File: config.mk
export PLATFORM = sky130hd
export DESIGN_NAME = alu_control_md
export DESIGN_NICKNAME = d
export VERILOG_FILES = /design/src/rtl/alu_control_md.sv
export SDC_FILE = /design/constraint.sdc
export NUM_CORES = 1
export LEC_CHECK = 0
export ABC_AREA = 1
export BUFFER_PORTS_ARGS = -buffer_cell sky130_fd_sc_hd__buf_4
export CAP_MARGIN = 10
export CORE_MARGIN = 2
export CORE_UTILIZATION = 38
export CTS_BUF_LIST = sky130_fd_sc_hd__clkbuf_4
export CTS_CLUSTER_DIAMETER = 120
export DETAILED_ROUTE_END_ITERATION = 6
export HOLD_SLACK_MARGIN = 0.03
export PLACE_DENSITY_LB_ADDON = 0.05
export SLEW_MARGIN = 5
export SYNTH_ARGS = -nofsm -noshare
export SYNTH_HDL_FRONTEND = slang
export SYNTH_SLANG_ARGS = --single-unit
File: constraint.sdc
create_clock -name clk -period 5.75 [get_ports clk]
set_clock_uncertainty 0.1 [all_clocks]
set_input_delay 0.575 -clock clk [delete_from_list [all_inputs] [get_ports clk]]
set_output_delay 0.575 -clock clk [all_outputs]
set_load 0.1 [all_outputs]
File: src/rtl/alu_control_md.sv
// ALU control decode plus an iterative unsigned multiply/divide sequencer with HI/LO.
// Operation results land in HI/LO only on the final iteration; md_busy stalls the pipe meanwhile.
module alu_control_md #(
  parameter int WIDTH    = 32,
  parameter int FUN_SIZE = 6
) (
  input  logic                clk,
  input  logic                reset,
  input  logic [1:0]          ALUOp,
  input  logic [FUN_SIZE-1:0] Functfield,
  input  logic                in_valid,
  input  logic [WIDTH-1:0]    op_a,
  input  logic [WIDTH-1:0]    op_b,
  output logic [3:0]          aluCTRL,
  output logic                illegal,
  output logic                md_busy,
  output logic                hilo_sel,
  output logic [WIDTH-1:0]    hilo_data
);

  localparam int CW = (WIDTH > 1) ? $clog2(WIDTH) : 1;
  localparam logic [CW-1:0] CNT_LAST = CW'(WIDTH - 1);

  localparam logic [5:0] F_ADD   = 6'b100000;
  localparam logic [5:0] F_SUB   = 6'b100010;
  localparam logic [5:0] F_AND   = 6'b100100;
  localparam logic [5:0] F_OR    = 6'b100101;
  localparam logic [5:0] F_NOR   = 6'b100111;
  localparam logic [5:0] F_SLT   = 6'b101010;
  localparam logic [5:0] F_MULTU = 6'b011001;
  localparam logic [5:0] F_DIVU  = 6'b011011;
  localparam logic [5:0] F_MFHI  = 6'b010000;
  localparam logic [5:0] F_MFLO  = 6'b010010;

  typedef enum logic [1:0] {
    IDLE = 2'b00,
    MUL  = 2'b01,
    DIV  = 2'b10
  } state_t;

  state_t            state_r, state_nxt_s;
  logic [CW-1:0]     cnt_r;
  logic [WIDTH-1:0]  hi_r, lo_r;
  logic [WIDTH-1:0]  acc_hi_r, acc_lo_r, opnd_r;
  logic              md_busy_r;

  logic [5:0]        funct_s;
  logic [3:0]        aluctrl_s;
  logic              illegal_s, hilo_sel_s, is_mult_s, is_div_s;
  logic              accept_s, done_s;
  logic [WIDTH:0]    mul_sum_s, div_shift_s;
  logic [WIDTH-1:0]  div_diff_s, step_hi_s, step_lo_s;
  logic              div_ok_s;

  assign funct_s = Functfield[5:0];

  // Funct/ALUOp decode into the ALU control word and sequencer requests
  always_comb begin
    aluctrl_s  = 4'b1111;
    illegal_s  = 1'b1;
    hilo_sel_s = 1'b0;
    is_mult_s  = 1'b0;
    is_div_s   = 1'b0;
    case (ALUOp)
      2'b00: begin aluctrl_s = 4'b0010; illegal_s = 1'b0; end
      2'b01: begin aluctrl_s = 4'b0110; illegal_s = 1'b0; end
      2'b10: begin
        case (funct_s)
          F_ADD:   begin aluctrl_s = 4'b0010; illegal_s = 1'b0; end
          F_SUB:   begin aluctrl_s = 4'b0110; illegal_s = 1'b0; end
          F_AND:   begin aluctrl_s = 4'b0000; illegal_s = 1'b0; end
          F_OR:    begin aluctrl_s = 4'b0001; illegal_s = 1'b0; end
          F_NOR:   begin aluctrl_s = 4'b1100; illegal_s = 1'b0; end
          F_SLT:   begin aluctrl_s = 4'b0111; illegal_s = 1'b0; end
          F_MULTU: begin aluctrl_s = 4'b0010; illegal_s = 1'b0; is_mult_s = 1'b1; end
          F_DIVU:  begin aluctrl_s = 4'b0010; illegal_s = 1'b0; is_div_s = 1'b1; end
          F_MFHI, F_MFLO: begin aluctrl_s = 4'b0010; illegal_s = 1'b0; hilo_sel_s = 1'b1; end
          default: begin aluctrl_s = 4'b1111; illegal_s = 1'b1; end
        endcase
      end
      default: begin aluctrl_s = 4'b1111; illegal_s = 1'b1; end
    endcase
  end

  assign accept_s  = in_valid && (is_mult_s || is_div_s) && (state_r == IDLE);
  assign done_s    = (state_r != IDLE) && (cnt_r == CNT_LAST);
  assign aluCTRL   = aluctrl_s;
  assign illegal   = illegal_s;
  assign hilo_sel  = hilo_sel_s;
  assign md_busy   = md_busy_r;
  assign hilo_data = (funct_s == F_MFLO) ? lo_r : hi_r;

  // Sequencer next-state
  always_comb begin
    state_nxt_s = state_r;
    case (state_r)
      IDLE: begin
        if (accept_s) state_nxt_s = is_mult_s ? MUL : DIV;
        else          state_nxt_s = IDLE;
      end
      MUL, DIV: begin
        if (cnt_r == CNT_LAST) state_nxt_s = IDLE;
        else                   state_nxt_s = state_r;
      end
      default: state_nxt_s = IDLE;
    endcase
  end

  // Sequencer state register
  always_ff @(posedge clk) begin
    if (reset) state_r <= IDLE;
    else       state_r <= state_nxt_s;
  end

  // One iteration: shift-add for MUL, restoring subtract for DIV.
  // A zero divisor always "fits", giving an all-ones quotient and the dividend as remainder.
  always_comb begin
    mul_sum_s   = {1'b0, acc_hi_r} + (acc_lo_r[0] ? {1'b0, opnd_r} : {(WIDTH+1){1'b0}});
    div_shift_s = {acc_hi_r, acc_lo_r[WIDTH-1]};
    div_ok_s    = (div_shift_s >= {1'b0, opnd_r});
    div_diff_s  = div_shift_s[WIDTH-1:0] - opnd_r;
    step_hi_s   = acc_hi_r;
    step_lo_s   = acc_lo_r;
    case (state_r)
      MUL: begin
        step_hi_s = mul_sum_s[WIDTH:1];
        step_lo_s = {mul_sum_s[0], acc_lo_r[WIDTH-1:1]};
      end
      DIV: begin
        if (div_ok_s) begin
          step_hi_s = div_diff_s;
          step_lo_s = {acc_lo_r[WIDTH-2:0], 1'b1};
        end else begin
          step_hi_s = div_shift_s[WIDTH-1:0];
          step_lo_s = {acc_lo_r[WIDTH-2:0], 1'b0};
        end
      end
      default: begin
        step_hi_s = acc_hi_r;
        step_lo_s = acc_lo_r;
      end
    endcase
  end

  // Operand capture, iteration registers, counter, busy flag and HI/LO commit
  always_ff @(posedge clk) begin
    if (reset) begin
      cnt_r     <= {CW{1'b0}};
      hi_r      <= {WIDTH{1'b0}};
      lo_r      <= {WIDTH{1'b0}};
      acc_hi_r  <= {WIDTH{1'b0}};
      acc_lo_r  <= {WIDTH{1'b0}};
      opnd_r    <= {WIDTH{1'b0}};
      md_busy_r <= 1'b0;
    end else if (state_r == IDLE) begin
      if (accept_s) begin
        acc_hi_r  <= {WIDTH{1'b0}};
        acc_lo_r  <= is_mult_s ? op_b : op_a;
        opnd_r    <= is_mult_s ? op_a : op_b;
        cnt_r     <= {CW{1'b0}};
        md_busy_r <= 1'b1;
      end
    end else begin
      acc_hi_r <= step_hi_s;
      acc_lo_r <= step_lo_s;
      if (done_s) begin
        hi_r      <= step_hi_s;
        lo_r      <= step_lo_s;
        cnt_r     <= {CW{1'b0}};
        md_busy_r <= 1'b0;
      end else begin
        cnt_r <= cnt_r + CW'(1);
      end
    end
  end

endmodule

# Yosys cells after proc, flatten, opt, wreduce, memory -nomap -nowiden
# Cells that the tools add are included.
dict set report word_totals {
  elab_cells 78
  output_inout_bits 39
  in_bits 75
  regBits 168
}
dict set report op_classes {
  n_eq_ne 17
  add_sub_neg 3
  muxes 32
  n_reduce_logical 16
  order_cmp 1
  n_bitwise 1
}
# op count
set ops {}
lappend ops {{$mux 32} 9}
lappend ops {{$pmux 32 s2} 2}
lappend ops {{$eq 6x6->1 const B} 6}
lappend ops {{$add 32x32->33} 1}
lappend ops {{$ge 33x32->1} 1}
lappend ops {{$sub 32x32->32} 1}
lappend ops {{$eq 6x5->1 const B} 4}
lappend ops {{$pmux 4 s6} 1}
lappend ops {{$mux 5} 3}
lappend ops {{$pmux 4 s3} 1}
lappend ops {{$mux 1} 11}
lappend ops {{$reduce_or 10->1} 1}
lappend ops {{$mux 2} 3}
lappend ops {{$reduce_and 2->1} 3}
lappend ops {{$reduce_or 2->1} 3}
lappend ops {{$add 5x1->5 const B} 1}
lappend ops {{$eq 5x5->1 const B} 1}
lappend ops {{$reduce_or 5->1} 1}
lappend ops {{$eq 2x1->1 const B} 2}
lappend ops {{$eq 2x2->1 const B} 2}
lappend ops {{$logic_not 2->1} 2}
lappend ops {{$ne 2x2->1 const B} 2}
lappend ops {{$pmux 2 s2} 1}
lappend ops {{$reduce_bool 2->1} 2}
lappend ops {{4 further kinds} 6}

# Longest topological paths before layout
dict set report depth {
  word_depth 8
  mapped_depth 20
  mapped_depth_nobuf 18
}

# Worst setup path before layout
# Ideal clock, no wire load.
dict set report synth_path {
  kind {in2out}
  startpoint {in ALUOp[1]}
  endpoint {out hilo_sel}
  required_time_ns 5.075
  path_stages 4
  n_path_buf 0
  arrival_time_ns 3.681
  slack_ns 1.394
  cell_sequence {inv_1 nor2_1 inv_1 nor4_1}
}
dict set report synth_via {
  elab_chain_cells 2
}
# item line
set synth_rtl {}
lappend synth_rtl {{start: declaration} 9} ;# input logic [1:0] ALUOp,
lappend synth_rtl {{$eq 2x2->1} 64} ;# case (ALUOp)
lappend synth_rtl {{$mux 1} 64}
lappend synth_rtl {{end: declaration} 17} ;# output logic hilo_sel,
# No other way between the ends.

# Worst setup path after layout
dict set report layout_path {
  startpoint {reg opnd_r[24]}
  endpoint {reg acc_lo_r[0]}
}
dict set report layout_via {
  elab_chain_cells 4
}
# item line
set layout_rtl {}
lappend layout_rtl {{start: declaration} 44} ;# logic [WIDTH-1:0] acc_hi_r, acc_lo_r, opnd_r;
lappend layout_rtl {{start signal: assignment} 153} ;# opnd_r <= {WIDTH{1'b0}};
lappend layout_rtl {{start signal: assignment} 159} ;# opnd_r <= is_mult_s ? op_a : op_b;
lappend layout_rtl {{$ge 33x32->1} 120} ;# div_ok_s = (div_shift_s >= {1'b0, opnd_r});
lappend layout_rtl {{$mux 1} 130} ;# if (div_ok_s) begin
lappend layout_rtl {{$pmux 32 s2} 124} ;# case (state_r)
lappend layout_rtl {{$mux 32} 155} ;# end else if (state_r == IDLE) begin
lappend layout_rtl {{end signal: assignment} 152} ;# acc_lo_r <= {WIDTH{1'b0}};
lappend layout_rtl {{end signal: assignment} 158} ;# acc_lo_r <= is_mult_s ? op_b : op_a;
lappend layout_rtl {{end signal: assignment} 165} ;# acc_lo_r <= step_lo_s;
lappend layout_rtl {{end: declaration} 44}
# No other way between the ends.
# A chain may end at the register's enable or synchronous reset.

==> run_results.csv <==
group,metric,value,unit
clock_tree,htree_num_levels,4,
pwr,leakagePower,0.00789,uW
global_routing,overflow,0,
critical_path,crit_buf_inv,2,
clock_tree,cts_buffer_depth,2,
routing,via_count,15300,
pwr,p_total,2050,uW
finish,fillCellCount,4082,
critical_path,startpoint,"opnd_r[24]$_SDFFE_PP0P_",
critical_path,cp.arrival,3.90,ns
synthesis,synthAdderAreaFrac,6.51,%
global_routing,gr-usage-met1,41.7,%
pwr,netSwitchingPower,633,uW
synthesis,yosysWarnings,0,
global_routing,antenna_found_initial,1,
synthesis,synth_cells,2392,
floorplanning,die_x,195,microns
synthesis,async_reset_ff_share,0,%
pwr,intPower,1420,uW
critical_path,slowest_stage,"dfxtp_1",
routing,routed_wl,54600,microns
floorplanning,coreArea,36300,sq um
floorplanning,rows,70,
finish,drive_gt1_share,9.67,%
timing,hold_violations,0,
synthesis,synth_xor_area_share,0.946,%
timing,finalCritPeriodShare,59.8,%
pwr,p_comb_share,7.8,%
timing,rsz0062_at_grt,"false",
clock_tree,cts_sinks,168,
timing,slew_headroom,32.7,%
critical_path,crit_chain,"inv_1, ha_1, nand2_1, nor2_2, nand3_1, nor2_1, nand2_1, nand2_1, nor2_2, buf_4, nand2_4, nand2_2, nand2_1, o21ai_1, or2_0, a21oi_1",
synthesis,synthMuxAreaShare,0,%
synthesis,syn_area,13900,sq um
global_routing,grt_busiest_layer,"met2",
floorplanning,io_pins,114,
synthesis,synth_top_family_by_area,"simple AND/OR/NAND/NOR gates",
global_routing,groute.usage.overall,28.9,%
synthesis,synth_compound_area_share,16.5,%
timing,min_period,3.44,ns
pwr,p_seq_share,56.9,%
routing,drt_iter0_drc,1133,
outcome,run_status,"completed",
synthesis,synth_ff_type,"dfxtp_1",
pwr,peakVddDrop,0.182,mV
global_routing,grt.met2_usage,45.5,%
synthesis,ys_types,45,
routing,via_per_inst,5.23,
min_path,hold_class,"in -> reg",
run,cap_violations,0,
timing,slew_viol_final,0,
pwr,power_density,134,nW/um^2
synthesis,synth_top_area_share,24.2,%
synthesis,synth-simple-area-share,37.1,%
critical_path,end_kind,"flip-flop",
critical_path,cp_max_fo,35,
finish,area_growth,10.5,%
clock_tree,cts_root_buf,"clkbuf_4",
synthesis,synth_area_leader_cell,"dfxtp_1",
clock_tree,clkLatencyLatePin,0.63,ns
timing,tns,0,ns
timing,clock.fmax,291,MHz
pwr,switching_share,30.8,%
routing,antenna_left,0,
timing,tightest_slew,1.01,ns
floorplanning,dieArea,38100,sq um
global_routing,use_met3,3.58,%
global_routing,grt_max_degree,73,
synthesis,synth_edf_count,0,
floorplanning,fp.dieH,195,microns
finish,finalNetCount,2595,
pwr,p_clk_share,35.3,%
synthesis,synth_nets,2538,
critical_path,critPathRequiredTime,6.21,ns
place,place_congestion,0.957,
critical_path,cpPeakStageDelay,0.51,ns
routing,drc,0,
min_path,min_from,"op_a[10]",
floorplanning,initial_core_util,38.3,%
routing,post_drt_wl_per_cell,18.6,microns
place,portBuffers,113,
clock_tree,cts-buffers-inserted,17,
critical_path,reg2reg_from,"opnd_r[24]$_SDFFE_PP0P_",
synthesis,netlist_top_cells_area,"dfxtp_1 (24%), nand2_1 (22%), inv_1 (11%)",
critical_path,cpLargestDelayFamily,"simple AND/OR/NAND/NOR gates",
critical_path,setup.worst_path.class,"reg -> reg",
place,dp_hpwl,43000,microns
critical_path,crit_top_cell,"nand2_1",
global_routing,grt_pass1_vias,14600,
clock_tree,tritoncts,"yes",
critical_path,start_kind,"flip-flop",
timing,setup_viol_count_final,0,
synthesis,ys_seq_elements,168,
synthesis,yosysSeqAreaShare,24.2,%
clock_tree,cts_resized,0,
synthesis,syn_area_per_cell,5.81,sq um
routing,first_pass_iters,6,
global_routing,grt_first_pass_wirelength,84700,microns
clock_tree,clkTransAtPathRegs,0.17,ns
per-stage QoR:
stage                     instance area [sq um]  util (%)  hold slack, ns  std cells  setup WS [ns]
final                                     15300      42.3          0.0985       2931           2.31
after global routing                      15300      42.3          0.0489       2931           2.01
after CTS                                 15300      42.3          0.0374       2930           2.29
after detailed placement                  15000      41.5           0.340       2897           2.34
after global placement                    15000      41.5           0.339       2897           2.30
after floorplan                           13900         -           0.326       2392           1.39
final cells by class:
type                            count  area [sq um]  area share, %
Antenna cell                        1          2.50         0.0163
Clock buffer                       17           128          0.832
Clock inverter                     15           151          0.987
Inverter                          427          1600           10.4
Multi-Input combinational cell   1701          8500           55.4
Sequential cell                   168          3360           21.9
Tap cell                          468           586           3.82
Timing Repair Buffer              134          1010           6.57
worst min-delay path, stage by stage:
cell	delay, ns
buf_4	0.12
nand2_1	0.06
a21oi_1	0.06
Yosys cell counts, types with 2 or more instances:
master    instances
nor2_1          117
o21a_1            2
o221ai_1         29
ha_1             69
inv_2             8
buf_6             6
buf_4             5
clkinv_1          3
clkbuf_1         57
xnor2_1          15
o21ai_2           5
buf_2            19
o22ai_1          62
buf_1             9
nand3b_1          3
a31oi_1          25
nor3_2            2
nor2_4            5
a21o_1            3
nand4_1          11
nand3_2          17
nand2_1         822
o21bai_1         10
fa_1              2
a21oi_1         143
nor3_1           12
nand2_2           7
a22oi_1          10
nor2_2            9
and2_1            3
nand3_1         194
nor4_1            3
inv_1           416
or2_2            11
nand2_4           2
dfxtp_1         168
o21ai_0         100
final timing paths:
kind | end | slack, ns | depth (start not counted)
worst max-delay path | acc_lo_r[0]$_SDFFE_PP0P_ | 2.31 | 16
worst min-delay path | opnd_r[10]$_SDFFE_PP0P_ | 0.1 | 3
worst max register to register | acc_lo_r[0]$_SDFFE_PP0P_ | 2.31 | 16
worst min register to register | hi_r[15]$_SDFFE_PP0P_ | 0.37 | 2
cells in the final DEF (no fill, tap or decap), types with 4 or more instances in the layout:
| master | synthesis | routed |
|---|---|---|
| nand2_1 | 822 | 821 |
| inv_1 | 416 | 416 |
| nand3_1 | 194 | 194 |
| dfxtp_1 | 168 | 168 |
| a21oi_1 | 143 | 143 |
| buf_4 | 5 | 133 |
| nor2_1 | 117 | 114 |
| o21ai_0 | 100 | 100 |
| ha_1 | 69 | 68 |
| o22ai_1 | 62 | 62 |
| o221ai_1 | 29 | 29 |
| a31oi_1 | 25 | 25 |
| nand3_2 | 17 | 17 |
| clkbuf_4 | 0 | 17 |
| xnor2_1 | 15 | 15 |
| nor3_1 | 12 | 12 |
| nor2_2 | 9 | 11 |
| nand4_1 | 11 | 11 |
| or2_2 | 11 | 11 |
| a22oi_1 | 10 | 10 |
| o21bai_1 | 10 | 10 |
| inv_2 | 8 | 8 |
| nand2_2 | 7 | 8 |
| nor2_4 | 5 | 6 |
| inv_6 | 0 | 6 |
| o21ai_2 | 5 | 5 |
| inv_8 | 0 | 4 |
flip-flops by register name, summed over array words and instances (netlist names):
signal,cells
md_busy,1
acc_lo_r,32
cnt_r,5
state_r,2
acc_hi_r,32
hi_r,32
opnd_r,32
lo_r,32
power by group through the flow:
stage | Sequential [uW] | Combinational, uW | Clock, uW
6_report | 1170 | 161 | 724
5_1_grt | 1170 | 173 | 791
4_1_cts | 1170 | 161 | 745
3_5_place_dp | 1190 | 160 | 0
3_3_place_gp | 1190 | 160 | 0
2_1_floorplan | 1190 | 80.4 | 0
what timing repair did:
action / in CTS / in global routing
hold buffers: 1 / 0
buffers inserted: 0 / 0
endpoints found under the hold margin: 1 / 0
cells by family (layout without fill, tap and decap cells):
logic type,Yosys count,count (layout)
xor+xnor,15,15
compound gates,395,395
buf+inv,523,593
flops,168,168
other cells,0,1
fa+ha+maj,71,71
simple gates,1220,1220
routing by layer:
metal / up-vias / routed length, microns / part of all wire [%]
met4: 0 / 1080 / 2.0
li1: 7733 / - / -
met5: - / 0 / 0
met2: 449 / 23600 / 43
met1: 7095 / 26600 / 49
met3: 43 / 3420 / 6.3
No activity file was read; power rests on OpenSTA's default activity.
